[src/rtl/hex_entry_pkg.sv]
// Shared types and constants for the hex number entry block.
package hex_entry_pkg;

    typedef enum logic {
        ENTRY,
        HOLD
    } entry_state_t;

    localparam int DEFAULT_NUM_DIGITS = 8;
    localparam int NIBBLE_W           = 4;

endpackage

[src/rtl/key_edge_sync.sv]
// Raw active-low pushbutton -> 2-FF synchronizer -> registered one-cycle press pulse.
module key_edge_sync (
    input  logic clk,
    input  logic rst_n,
    input  logic key_n,
    output logic pulse
);

    logic       sync_meta;
    logic       sync_key;
    logic       key_prev;
    logic [1:0] flushed;
    logic       armed;

    // NOTE: reset is synchronous here, so rst_n appears only inside the clocked block
    // and every state update uses non-blocking assignments.
    always_ff @(posedge clk) begin
        if (!rst_n) begin
            sync_meta <= 1'b1;
            sync_key  <= 1'b1;
            key_prev  <= 1'b1;
            flushed   <= 2'b00;
            armed     <= 1'b0;
            pulse     <= 1'b0;
        end else begin
            sync_meta <= key_n;
            sync_key  <= sync_meta;
            key_prev  <= sync_key;
            flushed   <= {flushed[0], 1'b1};
            // Arm only once a real released level has crossed both stages, so a key
            // held down through reset never looks like a fresh press.
            armed     <= armed | (flushed[1] & sync_key);
            pulse     <= armed & key_prev & ~sync_key;
        end
    end

endmodule

[src/rtl/hex_number_entry.sv]
// Multi-digit hex keypad entry: assembles nibbles into a number and hands the committed
// value downstream on a valid/ready handshake.
module hex_number_entry
    import hex_entry_pkg::*;
#(
    parameter  int NUM_DIGITS = DEFAULT_NUM_DIGITS,
    localparam int DATA_W     = NIBBLE_W * NUM_DIGITS
) (
    input  logic                clk,
    input  logic                rst_n,
    input  logic [3:0]          digit_in,
    input  logic                key_enter_n,
    input  logic                key_back_n,
    input  logic                key_commit_n,
    output logic [DATA_W-1:0]   entry_value,
    output logic [3:0]          digit_count,
    output logic                overflow,
    output logic [DATA_W-1:0]   number_out,
    output logic                number_valid,
    input  logic                number_ready
);

    logic [NIBBLE_W-1:0] digit_meta;
    logic [NIBBLE_W-1:0] digit_sync;
    logic                enter_pulse;
    logic                back_pulse;
    logic                commit_pulse;
    entry_state_t        state;

    // The switches share the key pipeline depth so the nibble is settled when the pulse fires.
    always_ff @(posedge clk) begin
        if (!rst_n) begin
            digit_meta <= '0;
            digit_sync <= '0;
        end else begin
            digit_meta <= digit_in;
            digit_sync <= digit_meta;
        end
    end

    key_edge_sync u_enter_sync (
        .clk   (clk),
        .rst_n (rst_n),
        .key_n (key_enter_n),
        .pulse (enter_pulse)
    );

    key_edge_sync u_back_sync (
        .clk   (clk),
        .rst_n (rst_n),
        .key_n (key_back_n),
        .pulse (back_pulse)
    );

    key_edge_sync u_commit_sync (
        .clk   (clk),
        .rst_n (rst_n),
        .key_n (key_commit_n),
        .pulse (commit_pulse)
    );

    always_ff @(posedge clk) begin
        if (!rst_n) begin
            entry_value  <= '0;
            digit_count  <= '0;
            overflow     <= 1'b0;
            number_out   <= '0;
            number_valid <= 1'b0;
            state        <= ENTRY;
        end else begin
            // Commit wins the cycle even in HOLD, where it is simply discarded.
            if (commit_pulse) begin
                if (state == ENTRY) begin
                    number_out   <= entry_value;
                    number_valid <= 1'b1;
                    entry_value  <= '0;
                    digit_count  <= '0;
                    overflow     <= 1'b0;
                    state        <= HOLD;
                end
            end else if (back_pulse) begin
                if (digit_count != 4'd0) begin
                    entry_value <= entry_value >> NIBBLE_W;
                    digit_count <= digit_count - 4'd1;
                end
            end else if (enter_pulse) begin
                if (digit_count < 4'(NUM_DIGITS)) begin
                    entry_value <= (entry_value << NIBBLE_W) | DATA_W'(digit_sync);
                    digit_count <= digit_count + 4'd1;
                end else begin
                    overflow <= 1'b1;
                end
            end

            if (state == HOLD && number_ready) begin
                number_valid <= 1'b0;
                state        <= ENTRY;
            end
        end
    end

endmodule

[config.mk]
export PLATFORM = sky130hd
export DESIGN_NAME = hex_number_entry
export DESIGN_NICKNAME = d
export VERILOG_FILES = /design/src/rtl/hex_entry_pkg.sv /design/src/rtl/key_edge_sync.sv /design/src/rtl/hex_number_entry.sv
export SDC_FILE = /design/constraint.sdc
export NUM_CORES = 1
export LEC_CHECK = 0
export ABC_AREA = 1
export CORE_ASPECT_RATIO = 1.75
export CORE_UTILIZATION = 39
export DETAILED_ROUTE_END_ITERATION = 6
export GPL_TIMING_DRIVEN = 0
export SLEW_MARGIN = 5
export SYNTH_ARGS = -nofsm -noshare
export SYNTH_HDL_FRONTEND = slang
export SYNTH_SLANG_ARGS = --single-unit
[constraint.sdc]
create_clock -name clk -period 2.3 [get_ports clk]
set_input_delay 0.23 -clock clk [delete_from_list [all_inputs] [get_ports clk]]
set_output_delay 0.23 -clock clk [all_outputs]
set_load 0.05 [all_outputs]
==> metrics.md <==
| Metric | Value |
|---|---|
| Placed cells | `681` |
| Register area share after synthesis | `between 50% and 60%` |
| Dominant cells by area after synthesis | `dfxtp_1, nand2_1, a21oi_1` |
| Crit-path most repeated cell | `nand2_1` |
| Num rows | `47` |
| CP max stage cell | `dfxtp_2` |
| Pins Over Slew Limit | `0` |
| Vias in the first global route | `~3100` |
| Tot GR Track Use | `21.21%` |
| Worst-Skew Late Latency | `0.34 ns` |
| GP Congestion | `roughly 0.85` |
| Final std cells w/o fill | `696` |
| CP peak stage delay | `around 0.44 ns` |
| Post-CTS setup buffers | `0` |
| Die ar. | `about 0.01 sq mm` |
| CTS Root Cell | `clkbuf_16` |
| Total clock sinks | `96` |
| Synth Register Bits | `96` |
| DIE WIDTH | `76.09 um` |
| VDD IR max | `526.8 uV` |
| Worst path arrival time | `2.28 ns` |
| Hold Crit Class | `reg2reg` |
| Yosys cell types | `26` |
| Async set-or-reset flop fraction in the synthesized netlist | `0%` |
| R2r startpoint | `u_back_sync.pulse` |
| Detail Placement HPWL | `7475 um` |
| Combinational share of power | `4.8%` |
| Crit-path cells | `inv_2, clkbuf_1, ha_1, inv_1, nand2_1, nand2_2, nand2_4, nor2_8, inv_4, buf_4, nand2_1, a21oi_1` |
| Net count after synthesis | `494` |
| Largest net degree at the start of global routing | `16` |
| Post_cts resized | `0` |
| FF-to-FF End | `digit_count[2]` |
| # setup viols final | `0` |
| Hold Startpoint | `digit_meta[1]` |
| Most frequent cells in the layout | `nand2_1, dfxtp_1, clkdlybuf4s50_1, a21oi_1, nor2_1` |
| Vias/cell | `4.997` |
| Clock share of power | `44.6%` |
| Post-Syn Area | `0.003746 sq mm` |
| Yosys warning count | `0` |
| CTS Buffer Depth | `2` |
| Synth Flop Type | `dfxtp_1` |
| Post-route ant nets | `0` |
| Startpoint Class | `flop` |
| First-pass GRT wire length | `16340 um` |
| Status | `finished clean` |
| Final period utilization | `89.96%` |
| Pwr dens | `approximately 670 mW/mm^2` |
| Reg2reg path depth | `12` |
| Fin crit period | `2.069 ns` |
| Register share of total power | `50.6%` |
| WL final | `just over 10000 um` |
| Hold bufs inserted after CTS | `0` |
| Diodes inserted | `0` |
| Area share of the largest cell type after synthesis | `51.30%` |
| RSZ-0062 raised after global routing | `false` |
| Drt pass-1 iters | `5` |
| Hold path depth | `2` |
| Worst R2R Setup Slack | `0.23 ns` |
| Chip Height | `around 130 um` |
| Final net count | `584` |
| Hold Violations, Final | `0` |
| H-tree Lvls | `3` |
| End of the worst hold path | `digit_sync[1]` |
| Max transition margin | `roughly 60%` |
| CTS tree | `done` |
| Crit path max fanout | `10` |
| Critical Path End Type | `flop` |
| Top cell type by total area after synthesis | `dfxtp_1` |
| I/O Buffers | `79` |
| Post-synth EDFFs | `0` |
| Area Growth Syn to Fin | `33.10%` |
| Fmax | `just under 0.5 GHz` |
| I/O Pins | `80` |
| Syn Area/Cell | `7.804 sq um` |
| Cells after Synth | `between 400 and 500` |
| WL/cell | `roughly 15 um` |
| Initial antenna violation count | `0` |
| Power Internal | `2.613 mW` |
| Layout cells sized above 1 | `approximately 7.5%` |
| Vias | `3478` |
| Max Cap Viol | `0` |
| DR iter-0 viols | `approximately 200` |
| Effective utilization at floorplan | `39.81%` |
| DRC Markers | `0` |
| LEAKAGE | `roughly 1.8 nW` |
| Worst-path clk slew | `about 0.060 ns` |
| Setup TNS | `0 ns` |
| Worst Path Class, Setup | `reg2reg` |
| CORE AREA | `0.009409 sq mm` |
| Worst Max-Slew Pin Slew | `0.6056 ns` |
| Num CTS Buffers | `9` |
| Final setup skew | `~0.0039 ns` |
| Sw power | `0.7470 mW` |
| Total global routing overflow | `0` |
| Sw frac | `22.23%` |
| Critical Path RT | `around 2.5 ns` |
==> state kept, by name, indices dropped and copies added, names as in the netlist, 4 cells and up <==
| signal | count |
|---|---|
| entry_value | 32 |
| digit_meta | 4 |
| digit_count | 4 |
| number_out | 32 |
| digit_sync | 4 |
==> logic make-up after synthesis <==
family                   after synthesis  share of synthesized area, %
flip-flops                            96                         51.30
adder cells (fa/ha/maj)                4                         1.537
AO/OA/AOI/OAI                        121                         17.64
buffers and inverters                 71                         8.417
AND/OR/NAND/NOR                      187                         20.88
XOR/XNOR                               1                        0.2338
==> cell type report <==
| type | count | area, sq um |
|---|---|---|
| repair buffers | 79 | 790.8 |
| fillers | 938 | 4423 |
| inverters | 40 | 155.1 |
| plain buffers | 31 | 160.2 |
| clock buffers | 10 | 239.0 |
| multi-input cells | 313 | 1509 |
| flip-flops and latches | 96 | 1923 |
| clock inverters | 5 | 56.30 |
| well taps | 122 | 152.6 |
==> how the worst max path moves through the flow <==
stage               slack (ns)  cells after the start               to               from
floorplan                 0.52                     12   digit_count[1]  u_back_sync.pulse
global placement          0.12                     12   digit_count[2]  u_back_sync.pulse
detailed placement        0.08                     12   digit_count[2]  u_back_sync.pulse
CTS                       0.07                     12   digit_count[2]  u_back_sync.pulse
global route              0.06                     12  entry_value[24]  u_back_sync.pulse
finish                    0.23                     12   digit_count[2]  u_back_sync.pulse
==> synth_stat cells, types with 2 or more instances <==
master / instances
nand3_1: 9
clkbuf_1: 21
dfxtp_1: 96
buf_6: 4
nor3_1: 4
ha_1: 3
o21ai_0: 31
inv_1: 36
buf_4: 3
nand2_2: 2
buf_2: 2
inv_4: 2
or2_2: 10
nor2_1: 63
nand2_1: 95
a21oi_1: 68
a211oi_1: 22
==> metal layers <==
metal	wire length, um	share of wire, %	global-route usage, %
met3	497	4.8	2.639
met4	236	2.3	10.90
met5	0	0	0
met1	4269	41	25.21
met2	5311	51	37.02
==> worst max-delay path, delay by kind of cell, from the launching register on <==
family / cells / cell delay (ns)
DFF: 1 / 0.44
and+or+nand+nor: 5 / 0.48
AOI/OAI and AO/OA: 1 / 0.06
buffers and inverters: 5 / 0.70
adders and majority gates: 1 / 0.26
==> metrics by stage <==
step	utilization, %	setup WS, ns	power, mW	hold slack [ns]	area, sq um
final	52.99	0.2309	3.360	0.4117	4986
after global routing	52.99	0.05536	3.468	0.4244	4986
after CTS	52.98	0.06868	3.383	0.4122	4985
after detailed placement	49.84	0.07762	1.901	0.3999	4690
after global placement	49.84	0.1155	1.898	0.3946	4690
after floorplan	-	0.5215	1.839	0.2577	3746
==> power by group through the flow <==
| stage | clock network, mW | logic, mW | registers [mW] |
|---|---|---|---|
| after global placement | 0 | 0.160 | 1.74 |
| final | 1.50 | 0.161 | 1.70 |
| after detailed placement | 0 | 0.162 | 1.74 |
| after CTS | 1.52 | 0.162 | 1.70 |
| after floorplan | 0 | 0.0763 | 1.76 |
| after global routing | 1.59 | 0.176 | 1.70 |
(Power assumes the default switching activity.)
